**config.mk**
```make
export PLATFORM = sky130hd
export DESIGN_NAME = osram_unloader
export DESIGN_NICKNAME = d
export VERILOG_FILES = /design/src/rtl/osram_unloader.sv
export SDC_FILE = /design/constraint.sdc
export NUM_CORES = 1
export LEC_CHECK = 0
export CORE_MARGIN = 3
export CORE_UTILIZATION = 44
export CTS_CLUSTER_SIZE = 24
export DETAILED_ROUTE_END_ITERATION = 8
export PLACE_DENSITY = 0.76
export SYNTH_ARGS = -nofsm -noshare
export SYNTH_HDL_FRONTEND = slang
export SYNTH_SLANG_ARGS = --single-unit
```
**constraint.sdc**
```tcl
create_clock -name clk -period 6.6 [get_ports clk]
set_clock_uncertainty 0.2 [all_clocks]
set_input_delay 1.98 -clock clk [delete_from_list [all_inputs] [get_ports clk]]
set_output_delay 1.98 -clock clk [all_outputs]
set_load 0.01 [all_outputs]
```
**src/rtl/osram_unloader.sv**
```systemverilog
// osram_unloader: drains partial-sum rows from the output SRAM and streams them
// out as out_bw-bit beats on a valid/ready interface.
//   clk, reset      clock, synchronous active-low reset
//   start, rows     begin an unload of rows 0..rows-1 (rows clamped to 2**addr_bw)
//   O_Q/O_A/O_CEN/O_WEN  OSRAM read port (one-cycle read latency, WEN tied high)
//   out_data/out_valid/out_ready/out_last  beat stream, LSB beat of each row first
//   busy, done      unload in progress / one-cycle completion pulse
module osram_unloader #(
    parameter int unsigned COL     = 8,
    parameter int unsigned PSUM_BW = 16,
    parameter int unsigned ADDR_BW = 4,
    parameter int unsigned OUT_BW  = 32
) (
    input  logic                     clk,
    input  logic                     reset,
    input  logic                     start,
    input  logic [ADDR_BW:0]         rows,
    input  logic [COL*PSUM_BW-1:0]   O_Q,
    output logic [ADDR_BW-1:0]       O_A,
    output logic                     O_CEN,
    output logic                     O_WEN,
    output logic [OUT_BW-1:0]        out_data,
    output logic                     out_valid,
    input  logic                     out_ready,
    output logic                     out_last,
    output logic                     busy,
    output logic                     done
);

    localparam int unsigned ROW_W    = COL * PSUM_BW;
    localparam int unsigned BPR      = ROW_W / OUT_BW;
    localparam int unsigned BEAT_W   = (BPR > 1) ? $clog2(BPR) : 1;
    localparam int unsigned CNT_W    = ADDR_BW + 1;
    localparam int unsigned MAX_ROWS = 2 ** ADDR_BW;

    typedef enum logic [1:0] {S_IDLE, S_RUN, S_FINISH} state_t;

    state_t                  r_state,   w_state_n;
    logic [CNT_W-1:0]        r_rows,    w_rows_n;
    logic [CNT_W-1:0]        r_rd_ptr,  w_rd_ptr_n;
    logic [CNT_W-1:0]        r_row_cnt, w_row_cnt_n;
    logic [BEAT_W-1:0]       r_beat,    w_beat_n;
    logic                    r_rd_sel,  w_rd_sel_n;
    logic                    r_wr_sel,  w_wr_sel_n;
    logic [1:0]              r_occ,     w_occ_n;
    logic [1:0]              r_full,    w_full_n;
    logic [1:0][ROW_W-1:0]   r_buf,     w_buf_n;
    logic                    r_pend_sel, w_pend_sel_n;
    logic                    r_cap_vld,  w_cap_vld_n;
    logic                    r_cap_sel,  w_cap_sel_n;
    logic                    r_cen;
    logic [ADDR_BW-1:0]      r_addr,    w_addr_n;
    logic [OUT_BW-1:0]       r_out_data, w_out_data_n;
    logic                    r_out_valid, w_out_valid_n;
    logic                    r_out_last,  w_out_last_n;
    logic                    r_busy, r_done;
    logic                    w_issue, w_free, w_hs;
    logic [CNT_W-1:0]        w_rows_clamp;

    assign w_hs         = r_out_valid & out_ready;
    assign w_rows_clamp = (rows > CNT_W'(MAX_ROWS)) ? CNT_W'(MAX_ROWS) : rows;

    // Next-state, read issue, buffer bookkeeping and next stream outputs
    always_comb begin
        w_state_n    = r_state;
        w_rows_n     = r_rows;
        w_rd_ptr_n   = r_rd_ptr;
        w_row_cnt_n  = r_row_cnt;
        w_beat_n     = r_beat;
        w_rd_sel_n   = r_rd_sel;
        w_wr_sel_n   = r_wr_sel;
        w_occ_n      = r_occ;
        w_full_n     = r_full;
        w_buf_n      = r_buf;
        w_pend_sel_n = r_pend_sel;
        w_addr_n     = r_addr;
        w_issue      = 1'b0;
        w_free       = 1'b0;
        // Read pipeline: issue edge -> memory sample edge -> capture edge
        w_cap_vld_n  = ~r_cen;
        w_cap_sel_n  = r_pend_sel;

        case (r_state)
            S_IDLE: begin
                if (start) begin
                    w_rows_n    = w_rows_clamp;
                    w_rd_ptr_n  = '0;
                    w_row_cnt_n = '0;
                    w_beat_n    = '0;
                    w_rd_sel_n  = 1'b0;
                    w_wr_sel_n  = 1'b0;
                    w_full_n    = '0;
                    w_occ_n     = '0;
                    if (w_rows_clamp == '0) begin
                        w_state_n = S_FINISH;
                    end else begin
                        // First read goes out on the start edge itself
                        w_state_n    = S_RUN;
                        w_issue      = 1'b1;
                        w_addr_n     = '0;
                        w_pend_sel_n = 1'b0;
                        w_wr_sel_n   = 1'b1;
                        w_rd_ptr_n   = CNT_W'(1);
                        w_occ_n      = 2'd1;
                    end
                end
            end
            S_RUN: begin
                if (w_hs) begin
                    if (r_beat == BEAT_W'(BPR - 1)) begin
                        w_free             = 1'b1;
                        w_full_n[r_rd_sel] = 1'b0;
                        w_rd_sel_n         = ~r_rd_sel;
                        w_beat_n           = '0;
                        w_row_cnt_n        = r_row_cnt + CNT_W'(1);
                    end else begin
                        w_beat_n = r_beat + BEAT_W'(1);
                    end
                    if (r_out_last) begin
                        w_state_n = S_FINISH;
                    end
                end
                // Occupancy counts reserved (in-flight) and full buffers alike
                if ((r_rd_ptr < r_rows) && (r_occ < 2'd2)) begin
                    w_issue      = 1'b1;
                    w_addr_n     = r_rd_ptr[ADDR_BW-1:0];
                    w_pend_sel_n = r_wr_sel;
                    w_wr_sel_n   = ~r_wr_sel;
                    w_rd_ptr_n   = r_rd_ptr + CNT_W'(1);
                end
                // Target buffer was reserved at issue, so it is never full here
                if (r_cap_vld) begin
                    w_buf_n[r_cap_sel]  = O_Q;
                    w_full_n[r_cap_sel] = 1'b1;
                end
                w_occ_n = r_occ + 2'(w_issue) - 2'(w_free);
            end
            S_FINISH: begin
                w_state_n = S_IDLE;
            end
            default: begin
                w_state_n = S_IDLE;
            end
        endcase

        w_out_valid_n = (w_state_n == S_RUN) && w_full_n[w_rd_sel_n];
        w_out_data_n  = w_out_valid_n ?
                        w_buf_n[w_rd_sel_n][OUT_BW*int'(w_beat_n) +: OUT_BW] : '0;
        w_out_last_n  = w_out_valid_n && (w_beat_n == BEAT_W'(BPR - 1)) &&
                        (w_row_cnt_n == w_rows_n - CNT_W'(1));
    end

    // State and output registers
    always_ff @(posedge clk) begin
        if (!reset) begin
            r_state     <= S_IDLE;
            r_rows      <= '0;
            r_rd_ptr    <= '0;
            r_row_cnt   <= '0;
            r_beat      <= '0;
            r_rd_sel    <= 1'b0;
            r_wr_sel    <= 1'b0;
            r_occ       <= '0;
            r_full      <= '0;
            r_buf       <= '0;
            r_pend_sel  <= 1'b0;
            r_cap_vld   <= 1'b0;
            r_cap_sel   <= 1'b0;
            r_cen       <= 1'b1;
            r_addr      <= '0;
            r_out_data  <= '0;
            r_out_valid <= 1'b0;
            r_out_last  <= 1'b0;
            r_busy      <= 1'b0;
            r_done      <= 1'b0;
        end else begin
            r_state     <= w_state_n;
            r_rows      <= w_rows_n;
            r_rd_ptr    <= w_rd_ptr_n;
            r_row_cnt   <= w_row_cnt_n;
            r_beat      <= w_beat_n;
            r_rd_sel    <= w_rd_sel_n;
            r_wr_sel    <= w_wr_sel_n;
            r_occ       <= w_occ_n;
            r_full      <= w_full_n;
            r_buf       <= w_buf_n;
            r_pend_sel  <= w_pend_sel_n;
            r_cap_vld   <= w_cap_vld_n;
            r_cap_sel   <= w_cap_sel_n;
            r_cen       <= ~w_issue;
            r_addr      <= w_addr_n;
            r_out_data  <= w_out_data_n;
            r_out_valid <= w_out_valid_n;
            r_out_last  <= w_out_last_n;
            r_busy      <= (w_state_n == S_RUN);
            r_done      <= (w_state_n == S_FINISH);
        end
    end

    assign O_A       = r_addr;
    assign O_CEN     = r_cen;
    assign O_WEN     = 1'b1;
    assign out_data  = r_out_data;
    assign out_valid = r_out_valid;
    assign out_last  = r_out_last;
    assign busy      = r_busy;
    assign done      = r_done;

endmodule

```
After elaboration in Yosys (flattened, before gate mapping)
Cells that the tools add are included.

word-level totals
  word-level logic and storage cells = 131
  bits of input ports = 137
  register bits after elaboration = 325
  output and inout bits = 42

operators by class
  equality and inequality tests = 9
  multiplexer cells = 65
  reductions and logical operators = 13
  bitwise gates (word level) = 8
  shift-type cells = 1
  $add $sub $neg = 6
  magnitude comparators = 8

operators by type and width
  cell                 count
  $mux 256             2
  $mux 128             3
  $bwmux 256           1
  $demux 128 s1        1
  $shiftx 128x8->32    1
  $mux 5               8
  $mux 2               13
  $mux 1               21
  $pmux 5 s2           2
  $pmux 2 s2           4
  $mux 4               3
  $add 5x1->5 const B  2
  $pmux 1 s2           4
  $pmux 4 s2           1
  $eq 2x2->1 const B   3
  $logic_and 1x1->1    6
  $lt 1x2->1 const B   3
  $ne 2x2->1 const B   3
  $eq 5x5->1           1
  $gt 5x5->1 const B   1
  $logic_not 5->1      1
  $lt 5x5->1           1
  $sub 5x1->5 const B  1
  $eq 2x1->1 const B   2
  16 further kinds     22

Logic depth before layout (Yosys ltp)
Gate-level depths: netlist of run 1.

  word-level depth = 17
  mapped depth = 12
  depth with buffers taken out = 11

Worst setup path after synthesis of run 1
Ideal clock, no wire load.

  kind = input port to flip-flop
  start point = input start
  end point = register r_out_last, in the netlist out_last
  cell stages on the path = 11
  setup slack = 2016 ps
  data arrival time = 4297 ps
  path buffers = 2
  path through = or3b_1 buf_2 buf_1 a21oi_1 ha_1 nor3b_1 xnor2_1 xnor2_1 mux2i_1 or4_1 nor4_2

between the ends
  cells in the longest elaborated chain, start to end = 7

RTL lines
  item                                                 line  RTL
  from (decl)                                          16    input logic start,
  branches (longest 6 deep; another with $sub 5x1->5)  --
  $logic_and 1x1->1 *                                  149   w_out_last_n = w_out_valid_n && (w_beat_n == BEAT_W'(BPR - 1)) &&
  to (signal assigned)                                 194   r_out_last <= w_out_last_n;
  to (decl)                                            55    logic r_out_last, w_out_last_n;

Every way passes the cells marked *. The select of a mux whose other input is x is not followed.
A chain may end at the register's enable or synchronous reset.

Final worst setup path of run 1
Ends and elaborated chain as after synthesis.

==> metrics, run 1 <==
average wire per standard cell between 15 and 20 microns; Mapped Area 14700 sq um; largest family of logic cells by synthesized area simple AND/OR/NAND/NOR gates; Clk Tree Root Cell clkbuf_16; cts repair resizes 0; setup TNS 0 ps; complex-gate fraction of the synthesized area 0.170; Ys Warns 0; maxcap violations 0; Synth area leader dfxtp_1; f_max around 200 MHz; FF/Latch Area approximately 6500 sq um; Post-Synth Simple-Gate Area 0.189; detailed-route wire length a little over 40000 microns; core area 32700 sq um; outcome completed; adder-cell area share of the yosys netlist 0.00853; DRT antenna net count 0; Vias per Instance around 5.5; DRT iter0 DRCs approximately 1100; Post-synth EDFFs 0; Die W about 190 microns; Rows between 60 and 70; Die Span Y ~190 microns; post-synthesis sequential area ratio 0.444; Top Ports ~180; initial antenna violation count 7; GPL Wtd Cong 0.902; largest net degree at the start of global routing roughly 110; first-pass GRT wire length 64400 microns; final worst path period need 4920 ps; sequential share of power 0.472; internal power between 0.003 and 0.004 W; Pleak between 6 and 7 nW; unrepaired setup endpoints after global routing no; Hold WS about 250 ps; PortBufs between 150 and 200; final setup fails 0; arrival time at the worst endpoint approximately 5000 ps; post-synth cell types 66; Max-slew headroom 0.231; Hold Crit Class reg2reg; clock power share 0.459; WS Path Type in2reg; pre-CTS WS ~1200 ps; total global routing overflow 0; Combinational Power Share 0.068; Gate Count Post-Synth roughly 1600; CTS hold repair buffers 0; crit path launch type input pin; initial core utilization 0.448; Multi-input gate area between 7000 and 8000 sq um; switch share 0.220; Worst-Margin Slew 1150 ps; fin nets roughly 1800; Post-CTS Setup Repair Bufs 0; CTS clk-pin slew, worst paths roughly 60 ps; TritonCTS clock tree yes; clk sink count ~330; final period utilization 0.745; share of cells above drive strength 1 0.0568; DP Wirelength between 20000 and 30000 microns; cts bufs inserted 35; top cells by area, synth dfxtp_1 (44%), mux2i_1 (14%), nand2_1 (7.2%); PwrDens about 240 nW/um^2; drc violations 0; final worst slack between 1500 and 2000 ps; H-tree depth 2; Die ar. around 36000 sq um; ys async rst share 0; Vias between 10000 and 15000; Sw Pwr 0.000928 W; maximum VDD drop approximately 0.17 mV; post-synthesis xor/xnor area fraction 0.00990; Syn Area/Cell 9.20 sq um; router iterations before antenna repair 5; syn nets 1741; final hold violations 0; Filler cells between 2000 and 3000; top-count cell post-synth dfxtp_1; Max FO, Critical Path 19; post-synthesis mux area share 0.139; Slew Viols, Final 0; vias in the first global route ~12000; Worst-Skew Late Latency just over 500 ps; CTS max path bufs 3; GRT Util Overall 0.223; Commonest cells post-synth dfxtp_1 (325), nand2_1 (280), mux2i_1 (204); kind of end point of the critical path flop; Layout area overhead 21.6%; Main synth FF type dfxtp_1; area share of the largest cell type after synthesis 0.444; post-synthesis register bit count roughly 330; Critical Path RT around 7000 ps
[layout make-up]
type	count	area share
Tap cell	442	0.0310
Multi-Input combinational cell	1131	0.429
Inverter	13	0.00274
Timing Repair Buffer	193	0.108
Clock inverter	7	0.00337
Antenna cell	5	0.000702
Clock buffer	55	0.0608
Sequential cell	325	0.365
[layer usage]
layer | GRT usage | vias to the layer above | wire length, microns
met5 | 0 | - | 41
met4 | 0.0802 | 6 | 1160
met3 | 0.0424 | 70 | 2630
met2 | 0.329 | 414 | 17500
met1 | 0.323 | 5769 | 19500
li1 | - | 5761 | -
[per-stage QoR]
step | cells | instance area (sq um) | total power, W | utilization
after floorplan | 1594 | 14700 | 0.00217 | -
after global placement | 2104 | 16700 | 0.00232 | 0.510
after detailed placement | 2104 | 16700 | 0.00232 | 0.510
after CTS | 2166 | 17800 | 0.00425 | 0.545
after global routing | 2170 | 17800 | 0.00436 | 0.545
final | 2171 | 17800 | 0.00422 | 0.545
[worst max-delay path, cell delays in order]
cell             delay [ps]
clkdlybuf4s50_1         550
or3b_1                  680
nor3b_1                 300
a21oi_1                  90
ha_1                    270
nor3b_1                 160
xnor2_1                 190
xnor2_1                 170
mux2i_1                  90
or4_1                   420
nor4_2                  230
[power by group through the flow]
| stage | combinational [W] | clock [W] | sequential [W] |
|---|---|---|---|
| after floorplan | 0.000139 | 0 | 0.00203 |
| after global placement | 0.000280 | 0 | 0.00204 |
| after detailed placement | 0.000284 | 0 | 0.00204 |
| after CTS | 0.000286 | 0.00197 | 0.00199 |
| after global routing | 0.000310 | 0.00205 | 0.00200 |
| final | 0.000289 | 0.00194 | 0.00199 |
[registers in the layout (all words and copies together), names as in the netlist, 2 cells and up]
register	cells
r_rows	5
out_data	32
r_beat	2
r_occ	2
r_state	2
r_full	2
r_buf	256
r_row_cnt	5
r_rd_ptr	5
O_A	4
[final timing paths]
path,startpoint,endpoint,slack [ps],cells past startpoint
worst max-delay path,start,out_last,1680,11
worst min-delay path,O_CEN,r_cap_vld,250,1
worst max register to register,r_state[0],out_data[14],2700,7
worst min register to register,O_CEN,r_cap_vld,250,1
[cell families (layout without fill, tap and decap cells)]
group / Yosys count / after routing
AND/OR/NAND/NOR: 565 / 565
AO/OA/AOI/OAI: 336 / 336
flip-flops: 325 / 325
multiplexers: 204 / 204
buffers and inverters: 138 / 268
XOR/XNOR: 15 / 15
adder cells (fa/ha/maj): 10 / 10
other: 1 / 6
[cell usage in the layout (no fill, tap or decap), types with 22 or more instances in the layout]
cell / instances
or3_1: 22
nor2b_1: 137
clkdlybuf4s50_1: 176
a21boi_0: 139
nand3_1: 25
clkbuf_16: 37
o21ai_0: 24
nand2_1: 279
o22a_1: 30
dfxtp_1: 325
nor2_1: 45
o22ai_1: 44
mux2i_1: 204
Power figures use the tool's default switching activity.
==> inputs of run 2 (changes only) <==
clock period = 4.9 ns   (was 6.6 ns; I/O delays follow)
==> metrics, run 2 (synthesis results as in run 1) <==
outcome completed; final core utilization 0.553; Die Span Y 189 microns; final setup fails 0; total power a little under 0.006 W; Hold Crit Class reg2reg; DP Wirelength between 20000 and 30000 microns; Die W 189 microns; core area around 33000 sq um; Filler cells approximately 3000; maximum VDD drop around 0.18 mV; max FFs per register around 260; biggest cell delay along the critical path 950 ps; average wire per standard cell between 15 and 20 microns; hold_sp r_pend_sel; CTS hold repair buffers 0; CTS max path bufs 3; Pleak between 6 and 7 nW; Critical Path RT between 5000 and 6000 ps; final period utilization 0.827; detailed-route wire length a little over 40000 microns; clk sink count roughly 330; CTS clk-pin slew, worst paths 60 ps; Post-CTS Setup Repair Bufs 0; TritonCTS clock tree yes; DRT antenna net count 0; final hold violations 0; cts bufs inserted 36; Vias per Instance around 5.5; Clk Tree Root Cell clkbuf_16; slowest library cell on the worst path nor4b_4; Die ar. 35600 sq um; Hold WS between 200 and 300 ps; GRT Util Overall 0.220; initial antenna violation count 7; Slew Viols, Final 0; H-tree depth 2; commonest cells after routing, fill and taps aside dfxtp_1 (325), nand2_1 (279), mux2i_1 (204); PwrDens 324 nW/um^2; drc violations 0; Layout area overhead 23.2%; vias in the first global route roughly 11000; PortBufs between 150 and 200; Worst-Margin Slew about 1100 ps; R2R Path Start r_state[0]; crit path launch type input pin; Top Ports approximately 180; GPL Wtd Cong around 0.88; CP startpoint start; router iterations before antenna repair 5; maxcap violations 0; arrival time at the worst endpoint roughly 4300 ps; final worst path period need between 4000 and 5000 ps; cts repair resizes 0; most common cell after layout, fill and taps aside dfxtp_1; largest net degree at the start of global routing roughly 290; Vias 12000; Max FO, Critical Path 18; total global routing overflow 0; Max-slew headroom 0.280; WS Path Type in2reg; fin nets 1857; Reg with most FFs r_buf; DRT iter0 DRCs around 1000; Rows 66; unrepaired setup endpoints after global routing no; setup TNS 0 ps; initial core utilization 0.448; share of cells above drive strength 1 0.0662; f_max between 200 and 250 MHz; critical path, cell by cell clkdlybuf4s50_1 > or3b_1 > buf_4 > o2111ai_2 > a21oi_2 > nor4b_4 > o211ai_1 > nand3_1; first-pass GRT wire length around 64000 microns; Worst-Skew Late Latency between 500 and 600 ps; kind of end point of the critical path flop
==> run 2: changes by cell type in the layout (fill, tap and decap cells not counted), sizes merged <==
cell | before | now
inv | 13 | 15
clkbuf | 55 | 52
buf | 17 | 27
bufinv | 1 | 3
clkinvlp | 0 | 2
==> run 2: worst paths after layout <==
kind	to	slack, ps	cells past startpoint
max	out_data[7]	850	8
min reg2reg	r_cap_sel	260	1
max reg2reg	out_data[7]	1500	7
min	r_cap_sel	260	1
==> run 2: metrics by stage <==
stage / cells / setup WS (ps) / instance area (sq um)
floorplan: 1594 / 826 / 14700
global placement: 2114 / 437 / 16800
detailed placement: 2114 / 335 / 16800
CTS: 2179 / 862 / 18100
global route: 2184 / 723 / 18100
finish: 2184 / 848 / 18100
==> run 2: layer usage <==
layer | GRT usage | up-vias | share of wire | wire length (microns)
met4 | 0.0785 | 4 | 0.029 | 1180
met5 | 0 | - | 0.00056 | 23
met2 | 0.319 | 378 | 0.42 | 17300
met3 | 0.0400 | 62 | 0.062 | 2550
met1 | 0.326 | 5766 | 0.48 | 19800
li1 | - | 5798 | - | -
==> run 2: critical path: cells and delay by family <==
kind	cells	cell delay, ps
buf+inv	2	770
compound gates	3	530
simple gates	3	1530
==> run 2: area by class of cell <==
type | count | area, sq um | share of cell area
clock buffer | 52 | 1080 | 0.0599
antenna | 5 | 12.5 | 0.000692
timing repair buffer | 203 | 2070 | 0.114
tap | 442 | 553 | 0.0306
multi-input combinational | 1131 | 7640 | 0.423
inverter | 13 | 48.8 | 0.00270
clock inverter | 13 | 156 | 0.00866
sequential | 325 | 6510 | 0.360
==> run 2: where the power goes <==
part	leakage, nW	switching, W	internal [W]	total [W]
clock network	0.609	0.00108	0.00170	0.00278
registers	2.62	0.0000187	0.00267	0.00269
logic	3.32	0.000187	0.000208	0.000394
total	6.55	0.00128	0.00458	0.00586
